[config.mk]
export PLATFORM = sky130hd
export DESIGN_NAME = mem_ctrl
export DESIGN_NICKNAME = d
export VERILOG_FILES = /design/src/rtl/mem_ctrl_pkg.sv /design/src/rtl/mem_stat_counter.sv /design/src/rtl/mem_ctrl.sv
export SDC_FILE = /design/constraint.sdc
export NUM_CORES = 1
export LEC_CHECK = 0
export CAP_MARGIN = 0
export CORE_ASPECT_RATIO = 1.2
export CORE_MARGIN = 2
export CORE_UTILIZATION = 18
export DETAILED_ROUTE_END_ITERATION = 10
export GPL_TIMING_DRIVEN = 0
export PLACE_DENSITY = 0.75
export SYNTH_ARGS = -nofsm -noshare
export SYNTH_HDL_FRONTEND = slang
export SYNTH_SLANG_ARGS = --single-unit
[constraint.sdc]
create_clock -name clk -period 1.6 [get_ports clk]
set_clock_uncertainty 0.2 [all_clocks]
set_input_delay 0.48 -clock clk [delete_from_list [all_inputs] [get_ports clk]]
set_output_delay 0.48 -clock clk [all_outputs]
set_load 0.02 [all_outputs]
[src/rtl/mem_ctrl_pkg.sv]
// mem_ctrl_pkg: shared constants and types for the byte-wide memory arbiter.
//   ADDR_WIDTH_DEF : default cache/RAM byte address width
//   IO_TAG         : top two address bits that select IO space
//   gnt_e          : which master owns the RAM port this cycle
package mem_ctrl_pkg;
  localparam int ADDR_WIDTH_DEF = 18;
  localparam logic [1:0] IO_TAG = 2'b11;

  typedef enum logic [1:0] {
    GNT_NONE = 2'd0,
    GNT_D    = 2'd1,
    GNT_I    = 2'd2
  } gnt_e;
endpackage

[src/rtl/mem_stat_counter.sv]
// mem_stat_counter: saturating event counter.
//   clk, rst : clock, synchronous active-high clear
//   inc      : count one event this cycle
//   cnt      : current count, sticks at all-ones
module mem_stat_counter #(
  parameter int WIDTH = 32
) (
  input  logic             clk,
  input  logic             rst,
  input  logic             inc,
  output logic [WIDTH-1:0] cnt
);
  logic [WIDTH-1:0] cnt_q, cnt_d;

  always_comb begin
    cnt_d = cnt_q;
    if (inc && (cnt_q != {WIDTH{1'b1}})) cnt_d = cnt_q + 1'b1;
  end

  always_ff @(posedge clk) begin
    if (rst) cnt_q <= '0;
    else     cnt_q <= cnt_d;
  end

  assign cnt = cnt_q;
endmodule

[src/rtl/mem_ctrl.sv]
// mem_ctrl: sole master of the external RAM/IO port, arbitrating byte
// requests from dcache (fixed high priority) and icache.
//   clk, rst             : clock, synchronous active-high reset
//   io_buffer_full       : IO write buffer cannot take another byte
//   dcache_*             : dcache byte request (read/write), ack and read data
//   icache_*             : icache byte read request, ack and read data
//   ram_din/addr/dout/wr : external RAM/IO port, read data one cycle after addr
// Optional: define MEM_CTRL_STATS_EN to add saturating grant/stall counters
// (stat_dcache_grants, stat_icache_grants, stat_icache_stalls).
module mem_ctrl
  import mem_ctrl_pkg::*;
#(
  parameter int ADDR_WIDTH = ADDR_WIDTH_DEF
`ifdef MEM_CTRL_STATS_EN
  , parameter int STAT_WIDTH = 32
`endif
) (
  input  logic                  clk,
  input  logic                  rst,
  input  logic                  io_buffer_full,
  input  logic                  dcache_get_en,
  input  logic                  dcache_write_mode,
  input  logic [ADDR_WIDTH-1:0] dcache_addr,
  input  logic [7:0]            dcache_data,
  output logic                  dcache_out_en,
  output logic [7:0]            dcache_content,
  input  logic                  icache_get_en,
  input  logic [ADDR_WIDTH-1:0] icache_addr,
  output logic                  icache_out_en,
  output logic [7:0]            icache_content,
  input  logic [7:0]            ram_din,
  output logic [ADDR_WIDTH-1:0] ram_addr,
  output logic [7:0]            ram_dout,
  output logic                  ram_wr
`ifdef MEM_CTRL_STATS_EN
  , output logic [STAT_WIDTH-1:0] stat_dcache_grants
  , output logic [STAT_WIDTH-1:0] stat_icache_grants
  , output logic [STAT_WIDTH-1:0] stat_icache_stalls
`endif
);
  gnt_e gnt;
  logic d_ok;
  logic d_ack_q, d_ack_d;
  logic i_ack_q, i_ack_d;

  // IO writes are held off while the IO buffer is full; the slot is then
  // free for icache rather than wasted.
  always_comb begin
    d_ok = dcache_get_en &&
           !(dcache_write_mode && (dcache_addr[ADDR_WIDTH-1 -: 2] == IO_TAG) &&
             io_buffer_full);
    gnt = GNT_NONE;
    if (d_ok)               gnt = GNT_D;
    else if (icache_get_en) gnt = GNT_I;
  end

  // Idle port drives address 0 so no IO register sees a side-effecting read.
  always_comb begin
    ram_addr = '0;
    ram_wr   = 1'b0;
    ram_dout = 8'h00;
    case (gnt)
      GNT_D: begin
        ram_addr = dcache_addr;
        ram_wr   = dcache_write_mode;
        ram_dout = dcache_data;
      end
      GNT_I: ram_addr = icache_addr;
      default: ;
    endcase
  end

  always_comb begin
    d_ack_d = (gnt == GNT_D);
    i_ack_d = (gnt == GNT_I);
  end

  always_ff @(posedge clk) begin
    if (rst) begin
      d_ack_q <= 1'b0;
      i_ack_q <= 1'b0;
    end else begin
      d_ack_q <= d_ack_d;
      i_ack_q <= i_ack_d;
    end
  end

  assign dcache_out_en = d_ack_q;
  assign icache_out_en = i_ack_q;

  // Unregistered on purpose: dcache samples IO read data in the ack cycle.
  assign dcache_content = ram_din;
  assign icache_content = ram_din;

`ifdef MEM_CTRL_STATS_EN
  mem_stat_counter #(.WIDTH(STAT_WIDTH)) u_stat_d (
    .clk(clk), .rst(rst), .inc(gnt == GNT_D), .cnt(stat_dcache_grants));
  mem_stat_counter #(.WIDTH(STAT_WIDTH)) u_stat_i (
    .clk(clk), .rst(rst), .inc(gnt == GNT_I), .cnt(stat_icache_grants));
  mem_stat_counter #(.WIDTH(STAT_WIDTH)) u_stat_s (
    .clk(clk), .rst(rst), .inc(icache_get_en && (gnt == GNT_D)),
    .cnt(stat_icache_stalls));
`endif
endmodule

# Word-level counts from Yosys, hierarchy flattened
# Index checks and enable logic that the tools add are counted.
# word_totals
ff_bits	2
in_bits	58
word_cells	14
# op_classes
eq_ne	3
mux	5
reduce_logical	4
# ops
operator	count
case mux 18 bit (2 select lines)	1
two-way mux 8 bit	1
== test 2 bit (second input constant)	2
two-way mux 2 bit	2
logical AND 1 bit	3
== test 2 x 1 -> 1 bit (second input constant)	1
zero test 1 bit	1
two-way mux 1 bit	1

# Logic depth before layout (Yosys ltp)
# Gate-level depths: netlist of run 1.
# depth
word_depth	8
mapped_depth	4
mapped_depth_nobuf	3

# Worst setup path after synthesis of run 1
# Ideal clock, no wire load.
# synth_path
path_type	input port to output port
startpoint	input icache_get_en
endpoint	output ram_addr[10]
t_arrival_ps	1308
t_required_ps	920
path_slack_ps	-388
stages	4
n_path_buf	2
path_cell_list	buf_2 > clkbuf_1 > nand2_1 > o21ai_1
# synth_between
elab_chain_len	4
elab_cells_between_ends	5
# synth_lines
item	line_no	text
start, declared	mem_ctrl.sv:27	input logic icache_get_en,
two-way mux 2 bit (*)	mem_ctrl.sv:54	else if (icache_get_en) gnt = GNT_I;
two-way mux 2 bit (*)	mem_ctrl.sv:53	if (d_ok) gnt = GNT_D;
== test 2 bit or == test 2 x 1 -> 1 bit (tied branches)	mem_ctrl.sv:62	case (gnt)
case mux 18 bit (2 select lines) (*)	mem_ctrl.sv:62	
end, declared	mem_ctrl.sv:32	output logic [ADDR_WIDTH-1:0] ram_addr,
# Mark *: on every way between the ends. The rest lies on a longest branch, timed or not.

# Final worst setup path of run 1
# layout_path
startpoint	input dcache_addr[17]
endpoint	output ram_addr[16]
# layout_between
elab_chain_len	8
elab_cells_between_ends	9
# layout_lines
item	line_no	text
start, declared	mem_ctrl.sv:23	input logic [ADDR_WIDTH-1:0] dcache_addr,
== test 2 bit (*)	mem_ctrl.sv:50	!(dcache_write_mode && (dcache_addr[ADDR_WIDTH-1 -: 2] == IO_TAG) &&
logical AND 1 bit (*) (2 in series)	mem_ctrl.sv:50	
zero test 1 bit (*)	mem_ctrl.sv:50	
logical AND 1 bit (*)	mem_ctrl.sv:49	d_ok = dcache_get_en &&
two-way mux 2 bit (*)	mem_ctrl.sv:53	
== test 2 bit or == test 2 x 1 -> 1 bit (tied branches)	mem_ctrl.sv:62	
case mux 18 bit (2 select lines) (*)	mem_ctrl.sv:62	
# Marks and branches as above.

==> flow_summary.toml, run 1 <==
[global_routing]
grt_max_degree = 11
grt_pass1_vias = 1125
grt_overflow_total = 0
grt_pass1_wl_microns = 5090
grtUsageTotal_pct = 16.8
antenna_found_initial = 0

[cells_and_area]
instances_no_fill = 231
area_growth_pct = 247
fin_nets = 255
post-route-util_pct = 65.3
n_antenna_cell = 0
drive_gt1_share_pct = 54.9

[critical_path]
crit_chain = "buf_8, nand4_4, and2_4, buf_12, a21o_4, buf_6"
cpPeakStageDelay_ns = 0.20
worst-path-max-fanout = 5
crit_type = "in2out"
cp-end-kind = "output port"
critPathTopFamily = "buffers and inverters"
cp_data_arrival_time_ns = 1.34
cp_num_buf_inv = 3
slowest_stage = "a21o_4"
crit_required_ns = 0.92
start_kind = "input port"

[route]
dr.pass1.iters = 2
routedWlPerCell_microns = 13.5
vias = 1071
viasPerCell = 4.64
wirelength_microns = 3110
ant_nets = 0
dr.first_iter.drc_count = 20
drc_errors = 0

[yosys]
synth_cell_types = 16
syn_avg_cell_area_sq_um = 6.06
synth_seq_cells = 2
syn_inst = 94
synth.cell_area_sq_um = 569
syn_nets = 152
yosysSeqAreaShare_pct = 7.03
yosysWarnings = 0

[pwr]
power.leakage_nw = 0.922
p_per_area_nw_per_um2 = 384
peakVddDrop_mv = 0.198
p_total_mw = 0.760

[sta]
timing_hold_violations_final = 0
tns_ns = -9.14
maxSlewHeadroom_pct = 85.7
finalMaxSlewViolations = 0
hold_ws_ns = 0.651
period_minus_slack_ns = 2.02
fmax_mhz = 495
rsz0062_at_grt = "true"
period_share_pct = 126
finalSetupViolations = 27
setup_ws_ns = -0.422
tightestPinTransition_ns = 0.215

[place]
io_buffers = 92
gp_congestion = 0.778
dp_hpwl_microns = 2340
place_inst = 222

[outcome]
violations = "negative setup slack"
outcome = "finished with violations"

[clock_tree]
cts-buffers-inserted = 3
cts_tree = "built"
cts_sinks = 2
path_clk_slew_ns = 0.03
clockBufferDepth = 2
clockRootBuffer = "clkbuf_4"
htreeDepth = 1

[die]
start_util_pct = 18.8
die_h_microns = 65.6
dieArea_sq_um = 3630
die_w_microns = 55.3
ios = 103
rows = 22
placeableCoreArea_sq_um = 3030

[job]
cap_viol_max_count = 0

[min_path]
hp-start = "icache_get_en"
hold_path.class = "in2reg"
hold_end = "icache_out_en"
min_path_cells = 3
[cells in the mapped netlist]
master | instances | area, sq um
nand3_1 | 16 | 80.1
buf_6 | 2 | 22.5
dfxtp_1 | 2 | 40.0
o21ai_1 | 16 | 80.1
nor2b_1 | 1 | 6.26
a21oi_1 | 2 | 10.0
buf_2 | 2 | 10.0
and3_1 | 9 | 56.3
and2_4 | 1 | 8.76
nor3b_2 | 1 | 12.5
nand2_1 | 18 | 67.6
buf_4 | 16 | 120
nand4_4 | 1 | 21.3
clkbuf_1 | 4 | 15.0
buf_1 | 1 | 3.75
a21o_1 | 2 | 15.0
[layout by cell type (no fill, tap or decap), drive strengths merged, types with 2 or more instances in the layout]
cell type       n
buf            57
nand4           2
and3            9
nand2          18
clkdlybuf4s50  26
nand3          16
dlygate4sd2    31
a21o            2
clkbuf          7
dfxtp           2
o21ai          16
a21oi           2
dlymetal6s2s    4
[area by class of cell]
class / instances / area (sq um)
fill: 268 / 1050
timing repair buffer: 97 / 993
multi-input combinational: 68 / 654
buffer: 25 / 223
tap: 36 / 45.0
sequential: 2 / 40.0
clock buffer: 3 / 22.5
[flip-flops by register name, summed over array words and instances (netlist names)]
register       count
dcache_out_en      1
icache_out_en      1
[through the flow]
stage	worst slack, ns	cell area, sq um
2_1_floorplan	-0.228	792
3_3_place_gp	-1.39	1760
3_5_place_dp	-1.43	1760
4_1_cts	-0.446	1890
5_1_grt	-0.450	1980
6_report	-0.422	1980
[worst max path at each step]
stage / start / to / cells past startpoint
floorplan: io_buffer_full / ram_addr[16] / 4
global placement: dcache_addr[16] / ram_addr[12] / 6
detailed placement: dcache_addr[16] / ram_addr[12] / 6
CTS: dcache_addr[16] / ram_addr[17] / 6
global route: dcache_addr[17] / ram_addr[16] / 6
finish: dcache_addr[17] / ram_addr[16] / 6
[power by group]
group | switching, mW | total, mW | internal (mW)
combinational | 0.269 | 0.598 | 0.329
clock | 0.0265 | 0.109 | 0.0826
sequential | 0.000471 | 0.0533 | 0.0528
[per-layer routing]
metal	vias up	GRT usage, %	part of all wire, %
met1	493	18.1	38
met2	62	34.2	54
met4	0	2.44	0.39
li1	514	-	-
met3	2	2.95	7.5
met5	-	0	0
[kinds of logic (layout without fill, tap and decap cells)]
family          count (synthesis)  in the layout  synth area share, %
compound gates                 20             20                 18.5
buf+inv                        25            125                 30.1
flops                           2              2                 7.03
simple gates                   47             48                 44.4
[timing repair]
item                       CTS  global route
hold buffers                 0             0
buffers inserted             1             2
pin swaps                    9             7
gates cloned                 3             0
resized for setup          230            21
setup endpoints to repair   47            27
Note: power is estimated with default switching activity, not from simulation.
==> run 2, diff against run 1 <==
--- a/config.mk
+++ b/config.mk
@@ -11,7 +11,7 @@
 export CORE_UTILIZATION = 18
 export DETAILED_ROUTE_END_ITERATION = 10
 export GPL_TIMING_DRIVEN = 0
-export PLACE_DENSITY = 0.75
+export PLACE_DENSITY = 0.86
 export SYNTH_ARGS = -nofsm -noshare
 export SYNTH_HDL_FRONTEND = slang
 export SYNTH_SLANG_ARGS = --single-unit
==> flow_summary.toml, run 2 (synthesis gave the netlist of run 1 again) <==
[sta]
tightestPinTransition_ns = 0.219
maxSlewHeadroom_pct = 85.4
timing_hold_violations_final = 0
setup_ws_ns = -0.428
finalMaxSlewViolations = 0
period_share_pct = 127
fmax_mhz = 493
rsz0062_at_grt = "true"
tns_ns = -9.67
period_minus_slack_ns = 2.03
finalSetupViolations = 27

[outcome]
violations = "negative setup slack"
outcome = "finished with violations"

[die]
rows = 22
ios = 103
start_util_pct = 18.8
placeableCoreArea_sq_um = 3030
die_h_microns = 65.6
die_w_microns = 55.3
dieArea_sq_um = 3630

[global_routing]
grt_pass1_vias = 994
grtUsageTotal_pct = 14.7
antenna_found_initial = 0
grt_pass1_wl_microns = 4440
grt_max_degree = 11
grt_overflow_total = 0

[pwr]
p_per_area_nw_per_um2 = 384
peakVddDrop_mv = 0.208
p_total_mw = 0.742
power.leakage_nw = 0.911

[clock_tree]
htreeDepth = 1
cts_tree = "built"
cts_sinks = 2
clockBufferDepth = 2
path_clk_slew_ns = 0.03
cts-buffers-inserted = 3
clockRootBuffer = "clkbuf_4"
cts_hold_buf = 0

[critical_path]
crit_chain = "buf_8, nand4_4, and2_4, buf_12, a21o_4, buf_6"
cp_data_arrival_time_ns = 1.35
cp-end-kind = "output port"
crit_path_start = "dcache_addr[16]"
critPathCapture = "ram_addr[16]"
start_kind = "input port"
slowest_stage = "a21o_4"
worst-path-max-fanout = 5
crit_required_ns = 0.92
crit_type = "in2out"
cpPeakStageDelay_ns = 0.21

[route]
drc_errors = 0
vias = 1051
wirelength_microns = 2940
dr.first_iter.drc_count = 38
viasPerCell = 4.53
dr.pass1.iters = 2
routedWlPerCell_microns = 12.7
ant_nets = 0

[place]
gp_congestion = 0.780
dp_hpwl_microns = 2270
postPlaceCellArea_sq_um = 1760
io_buffers = 92

[cells_and_area]
fin_nets = 256
n_antenna_cell = 0
fin_area_sq_um = 1930
final_cell_mix = "buf_4, clkdlybuf4s50_1, dlygate4sd2_1"
final_common_cell = "buf_4"
area_growth_pct = 240
drive_gt1_share_pct = 54.6

[job]
cap_viol_max_count = 0

[min_path]
hold_path.class = "in2reg"
min_path_cells = 3
run 2: worst min-delay path by stage:
stage,to,from,slack [ns]
finish,icache_out_en,icache_get_en,0.65
global placement,icache_out_en,icache_get_en,0.86
CTS,icache_out_en,icache_get_en,0.63
global route,dcache_out_en,rst,0.65
detailed placement,icache_out_en,icache_get_en,0.87
floorplan,icache_out_en,rst,0.35
run 2: metrics by stage:
step	util, %	hold WS [ns]	setup WS (ns)	std cells
after floorplan	-	0.350	-0.228	94
after global placement	58.1	0.863	-1.41	222
after detailed placement	58.1	0.871	-1.41	222
after CTS	61.5	0.628	-0.446	229
after global routing	63.9	0.646	-0.471	232
final	63.9	0.648	-0.428	232
run 2: timing repair:
action	4_1_cts	5_1_grt
setup endpoints to repair	47	27
pin swaps	7	6
setup buffers	2	4
resized for setup	219	17
gates cloned	2	0
run 2: routing by layer:
layer,track usage (%),up-vias,part of all wire (%)
met2,30.7,60,56
met3,3.54,0,8.8
met4,1.52,0,0
met5,0,-,0
met1,14.9,478,35
li1,-,513,-
run 2: cell type report:
class | instances | area, sq um
clock buffers | 3 | 22.5
fillers | 271 | 1090
plain buffers | 24 | 201
multi-input cells | 68 | 647
flip-flops and latches | 2 | 40.0
well taps | 36 | 45.0
repair buffers | 99 | 978
run 2: where the power goes:
| group | internal (mW) | switching, mW |
|---|---|---|
| Sequential | 0.0528 | 0.000382 |
| Combinational | 0.322 | 0.260 |
| Clock | 0.0824 | 0.0246 |
| Total | 0.457 | 0.285 |
run 2: critical path: cells and delay by family:
kind | cells | cell delay, ns
AO/OA/AOI/OAI | 1 | 0.21
buffers and inverters | 3 | 0.34
AND/OR/NAND/NOR | 2 | 0.31
==> variant 1 (flow settings as in run 2) <==
Set the package constant `ADDR_WIDTH_DEF` to 20 (it was 18).
--- a/src/rtl/mem_ctrl_pkg.sv
+++ b/src/rtl/mem_ctrl_pkg.sv
@@ -3,7 +3,7 @@
 //   IO_TAG         : top two address bits that select IO space
 //   gnt_e          : which master owns the RAM port this cycle
 package mem_ctrl_pkg;
-  localparam int ADDR_WIDTH_DEF = 18;
+  localparam int ADDR_WIDTH_DEF = 20;
   localparam logic [1:0] IO_TAG = 2'b11;
 
   typedef enum logic [1:0] {
Ports: changed (resized dcache_addr, icache_addr and ram_addr); port bits go from 103 to 109. The function was not compared with the original's and may differ.
==> variant 1 against run 2 <==
The flow still finishes with violations (setup timing). Setup slack worse by 0.11 ns. Sequential cell count unchanged. Via count up 10%. Synthesized area is 0.88% higher. Power rose by 18%. Wire length up 24%. Count of clock-buffer cells in the layout unchanged. Global-route usage grew 5.6 points. Final area up 18%. Critical path type unchanged.
==> variant 1: results <==
[drt]
drtIter0Drc = 19
firstDrtPassIters = 2
vias = 1159
routedWlPerCell_um = 14.41

[pwr]
ir_worst_vdd_v = 0.0003675
p_leak_nw = 1.019

[setup_path]
cpLargestDelayFamily = "buffers and inverters"
worst_path_max_delay_cell = "buf_4"
cp_max_fo = 6
crit_arrival_ns = 1.45
cpPeakStageDelay_ns = 0.18

[synthesis]
yosysWarnings = 0
synthMuxAreaShare_pct = 0
synth_compound_area_share_pct = 20.04
synth-async-reset-ratio_pct = 0
synth_nets = 163
synth_area_leaders = "buf_4 21%, nand3_1 16%, o21ai_1 16%, nand2_1 13%, and3_1 9.8%"
synth_ff_type = "dfxtp_1"
synthXorXnorAreaFrac_pct = 0
ys_seq_area_share_pct = 6.972
ys_top_cells_by_count = "20 x nand2_1, 18 x nand3_1, 18 x o21ai_1, 16 x buf_4, 9 x and3_1"
synth.distinct_cells = 14
synthAdderAreaFrac_pct = 0

[cts]
path_clk_slew_ns = 0.03
h-tree-depth = 1
ctsResizeCount = 266
post-cts-setup-buffers = 8
clockBufferDepth = 2
cts_root_buf = "clkbuf_4"
cts_buffers = 3

[finish]
drive_above_1_share_pct = 54.13
n_fill_cell = 210
antenna_cells = 0
fin_nets = 282

[place]
gp_congestion = 0.7000
portBuffers = 100
dp.final_hpwl_mm = 2.419

[global_routing]
grt_pass1_vias = 1260
grt_max_degree = 11
grt_usage_pct = 20.31
grt_pass1_wl_mm = 5.802
grt_antenna_before_repair = 0

[sta]
worst_pin_slew_ns = 0.2170
setup_ws_ns = -0.5343
setup_viol = 29

[min_path]
hp-class = "input port to register"

[run]
maxCapViolations = 0

[outcome]
outcome = "finished with violations"
violations = "setup timing"
[variant 1: cell types whose count changed in the layout (fill, tap and decap cells not counted), sizes merged, moves of 2 or more]
cell / before / now
nand3: 16 / 18
buf: 59 / 66
nand2: 18 / 20
dlymetal6s2s: 4 / 0
clkdlybuf4s50: 29 / 44
o21ai: 16 / 18
clkbuf: 6 / 11
dlygate4sd2: 28 / 21
[variant 1: per-layer routing]
metal	part of all wire (%)	wire, um	vias to the layer above	GRT usage, %
met1	35	1264	514	19.93
met5	0	0	-	0
met3	8.7	319	4	4.110
li1	-	-	567	-
met4	1.6	60	0	5.183
met2	55	2015	74	42.41
[variant 1: final cells by class]
type / count / area share, %
repair buffers: 114 / 52.19
plain buffers: 26 / 12.19
flip-flops and latches: 2 / 1.749
well taps: 36 / 1.967
clock buffers: 3 / 0.9836
multi-input cells: 73 / 30.93
[variant 1: worst paths after layout]
kind / to / from / cells after the start / slack [ns]
max: ram_addr[6] / dcache_addr[19] / 8 / -0.53
min: icache_out_en / rst / 2 / 0.65
[variant 1: power breakdown]
part	internal, W	leakage [nW]	total [W]	switching (W)
sequential	0.0000527	0.0165	0.0000532	0.000000516
clock	0.0000837	0.0138	0.000124	0.0000401
combinational	0.000404	0.989	0.000701	0.000297
total	0.000541	1.02	0.000878	0.000337
[variant 1: through the flow]
step | power, W | setup TNS [ns] | cell area (sq um) | cells | setup slack [ns]
3_5_place_dp | 0.0006580 | -44.32 | 1882 | 237 | -1.520
6_report | 0.0008781 | -12.74 | 2290 | 254 | -0.5343
3_3_place_gp | 0.0006511 | -43.73 | 1882 | 237 | -1.488
2_1_floorplan | 0.0003594 | -4.741 | 835.8 | 101 | -0.2190
4_1_cts | 0.0008780 | -12.78 | 2296 | 254 | -0.5475
5_1_grt | 0.0009249 | -14.30 | 2290 | 254 | -0.5939
==> variant 2 (config.mk and constraints of run 2) <==
Made on the original files. Register the input `dcache_write_mode` before use. The logic sees it one clock later. The other inputs are not delayed to match.
--- a/src/rtl/mem_ctrl.sv
+++ b/src/rtl/mem_ctrl.sv
@@ -38,6 +38,13 @@
   , output logic [STAT_WIDTH-1:0] stat_icache_stalls
 `endif
 );
+
+  logic dcache_write_mode_q;
+
+  always_ff @(posedge clk) begin
+    dcache_write_mode_q <= dcache_write_mode;
+  end
+
   gnt_e gnt;
   logic d_ok;
   logic d_ack_q, d_ack_d;
@@ -47,7 +54,7 @@
   // free for icache rather than wasted.
   always_comb begin
     d_ok = dcache_get_en &&
-           !(dcache_write_mode && (dcache_addr[ADDR_WIDTH-1 -: 2] == IO_TAG) &&
+           !(dcache_write_mode_q && (dcache_addr[ADDR_WIDTH-1 -: 2] == IO_TAG) &&
              io_buffer_full);
     gnt = GNT_NONE;
     if (d_ok)               gnt = GNT_D;
@@ -62,7 +69,7 @@
     case (gnt)
       GNT_D: begin
         ram_addr = dcache_addr;
-        ram_wr   = dcache_write_mode;
+        ram_wr   = dcache_write_mode_q;
         ram_dout = dcache_data;
       end
       GNT_I: ram_addr = icache_addr;
Formal check against the unedited RTL: not equivalent (Yosys sat finds a counterexample within 4 cycles, from zero or initial values and one cycle with rst high).
==> variant 2 against run 2 <==
The run still ends with setup timing left. Via count increased by 1.7%. Worst hold slack worse by 0.17 ns. Sequential cell count rose by 1. Synthesized area rose by 3.5%. Power increased by 11%. Final area up 3.8%. Setup slack worse by 0.0078 ns. Non-clock buffer count is 2 higher. Wire length rose by 16%.
==> variant 2: results <==
[synthesis]
yosysWarnings = 0
synth.distinct_cells = 16
synth_cells = 95
synth_area_leaders = "buf_4 20%, nand3_1 14%, o21ai_1 14%, nand2_1 11%, dfxtp_1 10%"
ys_seq_area_share_pct = 10.19
synth-async-reset-ratio_pct = 0
ys_top_cells_by_count = "18 x nand2_1, 16 x buf_4, 16 x nand3_1, 16 x o21ai_1, 9 x and3_1"
synth_nets = 153

[setup_path]
cpLargestDelayFamily = "buffers and inverters"
cp-startpoint = "dcache_addr[16]"
worst_path_max_delay_cell = "and2_4"
crit_arrival_ns = 1.36
reg2reg_slack_ns = 0.26
rr_startpoint = "dcache_write_mode_q"
cpPeakStageDelay_ns = 0.19

[min_path]
min-delay-start = "dcache_write_mode"
min_to = "dcache_write_mode_q"
holdPathStages = 1

[pwr]
internal-power_w = 0.0005042
p_leak_nw = 0.9283
ir_worst_vdd_v = 0.0003903

[global_routing]
grt_usage_pct = 16.88
grt_antenna_before_repair = 0
grt_pass1_wl_mm = 4.961

[place]
dp.final_hpwl_mm = 2.330
gp_congestion = 0.6965
dpl.cell_count = 223
place_ws_ns = -1.418

[outcome]
violations = "setup timing"
outcome = "finished with violations"

[finish]
drive_above_1_share_pct = 54.50
antenna_cells = 0
fin_nets = 259

[sta]
hold_slack_ns = 0.4736
slew_headroom_pct = 83.75
setup_ws_ns = -0.4354
setup_viol = 27

[drt]
routedWlPerCell_um = 14.44
firstDrtPassIters = 4
vias = 1069
wirelength_mm = 3.407
drtIter0Drc = 43

[run]
maxCapViolations = 0

[cts]
clockBufferDepth = 2
clk_latency_ns = 0.24
path_clk_slew_ns = 0.04
-- variant 2: cell types whose count changed after synthesis, sizes merged --
cell / delta
dfxtp: +1
-- variant 2: worst max-delay path by stage --
stage	end	cells past startpoint
2_1_floorplan	ram_addr[16]	4
3_3_place_gp	ram_addr[7]	6
3_5_place_dp	ram_addr[7]	6
4_1_cts	ram_addr[9]	5
5_1_grt	ram_addr[17]	5
6_report	ram_addr[16]	6
-- variant 2: layout make-up --
cell class | instances | area (sq um) | share of cell area [%]
multi-input cells | 68 | 659.4 | 32.83
plain buffers | 25 | 207.7 | 10.34
well taps | 36 | 45.04 | 2.243
clock buffers | 4 | 26.28 | 1.308
flip-flops and latches | 3 | 63.81 | 3.178
repair buffers | 100 | 1006 | 50.09
-- variant 2: cells by family (layout without fill, tap and decap cells) --
kind of cell | after synthesis | count (layout) | share of synthesized area (%)
AOI/OAI and AO/OA | 20 | 20 | 17.83
buffers and inverters | 25 | 129 | 29.09
DFF | 3 | 3 | 10.19
and+or+nand+nor | 47 | 48 | 42.89
-- variant 2: stage by stage --
stage                     utilization, %  TNS [ns]  instance area, sq um
after floorplan                        -    -4.249                 808.3
after global placement             57.55    -39.06                  1774
after detailed placement           57.55    -39.80                  1774
after CTS                          62.18    -11.19                  1917
after global routing               65.14    -11.05                  2008
final                              65.14    -9.923                  2008
-- variant 2: layer usage --
metal  global-route usage (%)  share of wire, %  vias up
li1                         -                 -      521
met1                    15.14                33      486
met2                    35.15                58       60
met3                    5.437               8.3        2
met4                    5.060              0.41        0
met5                        0                 0        -
-- variant 2: power by group through the flow --
stage	Sequential, W	Clock, W	Combinational (W)
after floorplan	0.0000852	0	0.000283
after global routing	0.0000804	0.000157	0.000634
after detailed placement	0.0000820	0	0.000562
after global placement	0.0000820	0	0.000555
after CTS	0.0000804	0.000144	0.000578
final	0.0000802	0.000138	0.000603
-- variant 2: timing repair --
action | in CTS | in global routing
hold buffers | 0 | 0
gates resized for setup | 204 | 31
setup buffers | 6 | 1
cloned | 3 | 0
endpoints found under the setup margin | 47 | 27
pin swaps | 7 | 9
